$ cat src/rtl/pc_stack.sv
// rtl/pc_stack.sv - program counter with relative branch and hardware call/return stack
// Stack misuse (CALL when full, RET when empty) is refused and flagged for one cycle.
module pc_stack #(
  parameter int               WIDTH       = 16,
  parameter logic [WIDTH-1:0] RESET_VEC   = '0,
  parameter int               STEP        = 1,
  parameter int               STACK_DEPTH = 8
) (
  input  logic                               I_clk,
  input  logic                               I_reset,
  input  logic                               I_enable,
  input  logic [2:0]                         I_op,
  input  logic [WIDTH-1:0]                   I_in,
  output logic [WIDTH-1:0]                   O_out,
  output logic [$clog2(STACK_DEPTH+1)-1:0]   O_depth,
  output logic                               O_full,
  output logic                               O_empty,
  output logic                               O_overflow,
  output logic                               O_underflow
);

  localparam int DW = $clog2(STACK_DEPTH + 1);
  localparam int IW = (STACK_DEPTH > 1) ? $clog2(STACK_DEPTH) : 1;
  localparam logic [DW-1:0] FULL_DEPTH = DW'(STACK_DEPTH);

  localparam logic [2:0] OP_INC    = 3'b000;
  localparam logic [2:0] OP_JMP    = 3'b001;
  localparam logic [2:0] OP_BRANCH = 3'b010;
  localparam logic [2:0] OP_CALL   = 3'b011;
  localparam logic [2:0] OP_RET    = 3'b100;

  logic [WIDTH-1:0] r_pc;
  logic [DW-1:0]    r_depth;
  logic             r_overflow;
  logic             r_underflow;
  logic [WIDTH-1:0] r_stack [STACK_DEPTH];

  logic             w_full;
  logic             w_empty;
  logic             w_push;
  logic             w_pop;
  logic [IW-1:0]    w_wr_idx;
  logic [IW-1:0]    w_rd_idx;
  logic [WIDTH-1:0] w_next_seq;

  always_comb begin
    w_full     = (r_depth == FULL_DEPTH);
    w_empty    = (r_depth == '0);
    w_push     = I_enable && (I_op == OP_CALL) && !w_full;
    w_pop      = I_enable && (I_op == OP_RET) && !w_empty;
    w_wr_idx   = r_depth[IW-1:0];
    w_rd_idx   = IW'(r_depth - DW'(1));
    w_next_seq = r_pc + WIDTH'(STEP);
  end

  // Stack contents need no reset: entries above r_depth are never read.
  always_ff @(posedge I_clk) begin
    if (w_push) r_stack[w_wr_idx] <= w_next_seq;
  end

  always_ff @(posedge I_clk or posedge I_reset) begin
    if (I_reset) begin
      r_pc        <= RESET_VEC;
      r_depth     <= '0;
      r_overflow  <= 1'b0;
      r_underflow <= 1'b0;
    end else begin
      r_overflow  <= I_enable && (I_op == OP_CALL) && w_full;
      r_underflow <= I_enable && (I_op == OP_RET) && w_empty;
      if (I_enable) begin
        case (I_op)
          OP_INC:    r_pc <= w_next_seq;
          OP_JMP:    r_pc <= I_in;
          OP_BRANCH: r_pc <= r_pc + I_in;
          OP_CALL: begin
            if (w_push) begin
              r_pc    <= I_in;
              r_depth <= r_depth + DW'(1);
            end
          end
          OP_RET: begin
            if (w_pop) begin
              r_pc    <= r_stack[w_rd_idx];
              r_depth <= r_depth - DW'(1);
            end
          end
          default: ;
        endcase
      end
    end
  end

  assign O_out       = r_pc;
  assign O_depth     = r_depth;
  assign O_full      = w_full;
  assign O_empty     = w_empty;
  assign O_overflow  = r_overflow;
  assign O_underflow = r_underflow;

endmodule

$ cat config.mk
export PLATFORM = sky130hd
export DESIGN_NAME = pc_stack
export DESIGN_NICKNAME = d
export VERILOG_FILES = /design/src/rtl/pc_stack.sv
export SDC_FILE = /design/constraint.sdc
export NUM_CORES = 1
export LEC_CHECK = 0
export BUFFER_PORTS_ARGS = -buffer_cell sky130_fd_sc_hd__buf_2
export CAP_MARGIN = 20
export CORE_ASPECT_RATIO = 1.2
export CORE_MARGIN = 2
export CORE_UTILIZATION = 57
export CTS_CLUSTER_DIAMETER = 40
export DETAILED_ROUTE_END_ITERATION = 12
export GPL_TIMING_DRIVEN = 0
export PLACE_DENSITY = 0.75
export SLEW_MARGIN = 20
export SYNTH_ARGS = -nofsm -noshare
export SYNTH_HDL_FRONTEND = slang
export SYNTH_SLANG_ARGS = --single-unit
$ cat constraint.sdc
create_clock -name I_clk -period 7.3 [get_ports I_clk]
set_clock_uncertainty 0.05 [all_clocks]
set_input_delay 1.095 -clock I_clk [delete_from_list [all_inputs] [get_ports I_clk]]
set_output_delay 1.095 -clock I_clk [all_outputs]
set_load 0.01 [all_outputs]
# After elaboration in Yosys (flattened, before gate mapping)
# Memories as Yosys holds them, arrays and structs flattened.
# Cells that the tools add are included.
# Widths: inputs -> output; s select.
[totals]
input_bits = 22
ram_bits = 128
reg_bits = 22
memories = 1
out_inout_bits = 24
elab_cells = 38
[classes]
muxes = 8
addsub = 4
n_reduce_logical = 14
n_eq_ne = 7
[mem_list]
columns = ["memory", "depth", "word_bits", "read_ports", "rd_clocked_by_memory_dff", "write_ports", "line_no", "source"]
rows = [
  ["r_stack", 8, 16, 1, 0, 1, "36", "logic [WIDTH-1:0] r_stack [STACK_DEPTH];"],
]
[ops]
columns = ["operator", "count"]
rows = [
  ["$pmux 16 s5", 1],
  ["$mux 16", 2],
  ["$add 16x1->16 const B", 1],
  ["$add 16x16->16", 1],
  ["$mux 4", 2],
  ["$pmux 4 s2", 1],
  ["$reduce_and 4->1", 2],
  ["$eq 3x2->1 const B", 2],
  ["$logic_and 1x1->1", 6],
  ["$reduce_bool 5->1", 1],
  ["$add 4x1->4 const B", 1],
  ["$eq 4x4->1 const B", 1],
  ["$logic_not 4->1", 1],
  ["$ne 2x2->1 const B", 2],
  ["$sub 4x1->4 const B", 1],
  ["$eq 3x1->1 const B", 1],
  ["$eq 3x3->1 const B", 1],
  ["$logic_not 3->1", 1],
  ["$logic_not 1->1", 2],
  ["$mux 1", 2],
  ["$reduce_bool 2->1", 1],
]

# Longest topological paths before layout
[depth]
ltp_word = 5
depth_mapped = 12
depth_no_buf = 9

# Worst setup path before layout
# OpenSTA, ideal clock, no wires.
[synth_timing]
path_type = "input to register"
start = "in I_op[0]"
end = "mem r_stack[1][0], enable pin"
path_stages = 7
t_arrival_ns = 3.023
setup_ns = 0.409
t_required_ns = 6.841
path_buffers = 1
slack_ns = 3.817
cell_sequence = "buf_2 -> inv_2 -> nor2_2 -> nand3_1 -> nor2_1 -> nand2_1 -> nor3_1"
[synth_via]
elab_chain_cells = 5
[synth_lines]
columns = ["item", "line_no", "source"]
rows = [
  ["start, declared", "12", "input logic [2:0] I_op,"],
  ["$eq 3x2->1", "49", "w_push = I_enable && (I_op == OP_CALL) && !w_full;"],
  ["$logic_and 1x1->1 (2 in a row)", "49", ""],
  ["$mux 1", "58", "if (w_push) r_stack[w_wr_idx] <= w_next_seq;"],
  ["$mux 1 (implied by the code)", "58", ""],
  ["end, declared", "36", ""],
]
# No other way between the ends.

# Final worst setup path
[layout_timing]
start = "reg r_depth[0] (netlist: O_depth[0])"
end = "reg r_pc[11] (netlist: O_out[11])"
[layout_via]
elab_chain_cells = 5
word_cells_on_any_way = 13
classes_between = "add/sub (1); eq/ne (3); mux (2); reduce/logical (6); memory (1)"
[layout_lines]
columns = ["item", "line_no", "source"]
rows = [
  ["start, declared", "33", "logic [DW-1:0] r_depth;"],
  ["start signal, assigned", "78", "r_depth <= r_depth + DW'(1);"],
  ["start signal, assigned", "84", "r_depth <= r_depth - DW'(1);"],
  ["parallel branches: the longest is 5 deep, another holds $mem_v2 8x16", "-", ""],
  ["end signal, assigned", "72", "OP_INC: r_pc <= w_next_seq;"],
  ["end signal, assigned", "73", "OP_JMP: r_pc <= I_in;"],
  ["end signal, assigned", "74", "OP_BRANCH: r_pc <= r_pc + I_in;"],
  ["end, declared", "32", "logic [WIDTH-1:0] r_pc;"],
]
# Several ways; the timed one is not identified. The select of a mux whose other input is x is not followed.
# A chain may end at the register's enable or synchronous reset.

==> results.txt <==
The global-route wire length before repair is 29.6 mm. The cell count after synthesis came out at 543. The number of nets with antenna violations after detailed routing is 0. The overall track demand over capacity in global routing is 29.5%.

The flow ran to the end, and the final reports show no timing, DRC or antenna violations. The wire length on met2 is 9.68 mm. The total of buffers placed on input and output ports came out at 45. The worst pin sits at a relative slew slack of 30.5%. The power density over cell area is 395 mW/mm^2. In this run the critical register-to-register path is launched from O_depth[0].

The die extent in y is 129 microns. Traced cell by cell, the critical path runs through buf_4, buf_2, inv_1, ha_1, buf_2, clkbuf_1, mux4_2, a22oi_1, nand3_1, a211oi_1, a311oi_1. The worst-path maximum fanout came out at 10. Clock latency on the worst-skew pair, taken at its later pin, is 0.42 ns.

The number of diodes added for antenna fixing came out at 0. The timing endpoint of the critical path is O_out[11]. Counting flops and latches in the post-synthesis netlist gives 150.

The filler cells instantiated in the layout total 926. The commonest cells after synthesis are sky130_fd_sc_hd__edfxtp_1 (128), sky130_fd_sc_hd__nand2_1 (41), sky130_fd_sc_hd__mux4_2 (32), sky130_fd_sc_hd__a21oi_1 (31), sky130_fd_sc_hd__nor2_1 (27). On the critical path, the stage with the largest delay is an instance of sky130_fd_sc_hd__clkbuf_1.

The core box area is 0.0127 sq mm. The min-delay analysis places its worst path in the category register to register. The top-area cell type share of the netlist area is 51.5%. The DRC violation count after routing is 0. The leftover overflow at the end of global routing came out at 0.

The CTS tree is built. The weighted congestion at the end of routability-driven global placement is 0.938. After routing, the total negative slack on setup checks comes to 0 ns.

The die extent in x came out at 108 microns. The final net count came out at 658. The wire length on met1 came out at 7.37 mm. The worst register-to-register path ends at O_out[11].

The synthesis-to-finish area growth came out at 15.7%. The via count of the first global-routing pass is 5,136. The maximum number of pins on one net before global-route repair came out at 23. The largest vdd supply drop came out at 289 uV. In this run the worst setup path begins at O_depth[0]. The highest attainable clock frequency came out at 271 MHz. The mean number of vias per cell came out at 6.45. Counting cells, the worst reg-to-reg path comes to 11. The period utilization came out at 50.6%. The cts-stage hold buffer count came out at 0.

Once the clock tree was built, the setup fixing pass inserted 0 buffers. In this run, post-CTS repair resized a total of 0 instances. The number of H-tree levels is 4. The distinct cell type count after synthesis came out at 71.

For the pin with the worst max-slew slack, the measured transition is 1.03 ns. The aggregate routed wire length is 19.4 mm. Counting the buffers created by CTS gives 17. The family with the most delay on the worst path is buffers and inverters.

The final setup violation count is 0. STA puts the critical path data arrival time at 3.92 ns. The most instantiated flip-flop cell in the synthesis netlist is sky130_fd_sc_hd__edfxtp_1. The part of the Yosys area used for sequential elements is 58.9%.

The number of buffers and inverters on the critical path came out at 5. The final critical-path required period came out at 3.70 ns. The post-route netlist has 25.9% of its cells at a drive strength greater than 1. The top routing layer in use is met4. Prior to clock tree synthesis, the placed netlist has a worst setup slack of 3.59 ns. Counting along the longest clock path gives a buffer depth of 2. Detailed routing placed a total of 1.43 mm of wire on met3.

The count of synthesis-stage warnings from yosys is 0. Counting flops with an async set or reset pin after synthesis yields a share of 14.7%. In the post-synthesis netlist, the biggest area contributors are sky130_fd_sc_hd__edfxtp_1 (51%), sky130_fd_sc_hd__mux4_2 (9.7%), sky130_fd_sc_hd__dfrtp_1 (7.4%).

STA classifies the critical path endpoint as a register. The number of max-capacitance violations reported came out at 0. The starting utilization of the core area is 58.7%. The die footprint is 0.0140 sq mm.

Detailed placement finished with a half-perimeter wire length of 14.0 mm. The critical path start-end classification is register to register. The average size of a mapped cell is 13.7 sq um.

Once routing completed, OpenROAD measured the worst setup slack at 3.60 ns. The root buffer cell chosen for the clock tree is sky130_fd_sc_hd__clkbuf_16. The number of nets in the synthesized netlist is 584. Of all cell types, the one taking the most synthesized area is sky130_fd_sc_hd__edfxtp_1. In the final routed layout, each cell accounts on average for 24.4 microns. The initial antenna violation count is 0. The number of pins with negative max-slew slack in the final report is 0. The register-to-register setup slack is 3.60 ns. STA puts the critical path data required time at 7.52 ns. STA classifies the critical path startpoint as a register. The clock-pin slew on the worst setup and hold paths is 0.07 ns. Setup repair after global routing left no endpoint under its margin. The number of synthesized flops with an enable pin is 128. After floorplanning, the core was divided into 45 placement rows. The I/O pin count is 46.

The largest incremental delay on the critical path is 0.53 ns. The number of cells on the critical path came out at 11. The most numerous cell type found on the critical path is sky130_fd_sc_hd__buf_2.

The final core area utilization came out at 67.8%. The detailed-routing iteration count for the pre-antenna-repair pass came out at 5. By instance count, the leading cell after synthesis is sky130_fd_sc_hd__edfxtp_1. After the first detailed-routing iteration, the DRC count stood at 596. The static leakage came out at 3.08 nW.

The post-synthesis cell area came out at 0.00746 sq mm. The number of hold violations in the final report came out at 0. The via total after detailed routing is 5,119. The power consumption came out at 3.41 mW. The number of sinks on the clock net came out at 150.
worst min-delay path by stage:
| stage | startpoint | end | slack (ns) | cells after the start |
|---|---|---|---|---|
| 4_1_cts | O_depth[3] | O_depth[3] | 0.50 | 1 |
| 2_1_floorplan | O_depth[3] | O_depth[3] | 0.51 | 1 |
| 6_report | O_depth[3] | O_depth[3] | 0.51 | 1 |
| 3_5_place_dp | O_depth[3] | O_depth[3] | 0.49 | 1 |
| 3_3_place_gp | O_depth[3] | O_depth[3] | 0.47 | 1 |
| 5_1_grt | O_depth[3] | O_depth[3] | 0.51 | 1 |
registers in the layout, summed over array words and instances, names as in the netlist:
signal and flops:
O_out 16, O_underflow 1, r_stack 128, O_overflow 1, O_depth 4
where the power goes:
part	leakage [nW]	internal, mW	switching (mW)
Combinational	1.37	0.539	0.768
Sequential	1.42	1.11	0.114
Clock	0.294	0.514	0.362
per-layer routing:
metal | vias to the layer above | GRT usage, %
met1 | 2503 | 38.0
met3 | 65 | 4.53
li1 | 2280 | -
met4 | 0 | 15.6
met5 | - | 0
met2 | 271 | 48.5
through the flow:
step	hold WS, ns	area, sq um	std cells
floorplan	0.512	7460	543
global placement	0.467	7900	752
detailed placement	0.491	8040	762
CTS	0.500	8630	794
global route	0.513	8630	794
finish	0.506	8630	794
kinds of logic (layout without fill, tap and decap cells):
logic type | after synthesis | count (layout) | share of synthesized area [%]
DFF | 150 | 150 | 58.9
and+or+nand+nor | 137 | 137 | 9.82
AOI/OAI and AO/OA | 131 | 131 | 11.4
buffers and inverters | 43 | 130 | 3.15
muxes | 35 | 35 | 10.1
xor gates and xnor gates | 28 | 28 | 3.39
adders and majority gates | 19 | 19 | 3.29
layout by cell type, fill, tap and decap left out, drive strengths merged, types with 3 or more instances in the layout:
master / instances
edfxtp: 128
a22oi: 13
inv: 24
nor4: 3
o21a: 4
o22ai: 3
nor3b: 3
clkbuf: 26
nand3: 14
a211oi: 4
mux4: 32
nand4: 6
ha: 18
nor3: 8
clkinv: 5
xor2: 8
and2: 3
nand2: 41
xnor2: 20
nor4b: 3
o211ai: 8
nor2b: 3
a21oi: 31
and3: 8
nor2: 31
o21ai: 41
nand2b: 10
dfrtp: 22
buf: 73
area by class of cell:
class | count | area [sq um] | share of cell area (%)
sequential | 150 | 4390 | 50.9
clock buffer | 17 | 425 | 4.93
tap | 164 | 205 | 2.38
multi-input combinational | 350 | 2860 | 33.1
timing repair buffer | 55 | 345 | 4.00
clock inverter | 15 | 168 | 1.94
inverter | 16 | 60.1 | 0.696
buffer | 27 | 175 | 2.03
No activity file was read; power rests on OpenSTA's default activity.
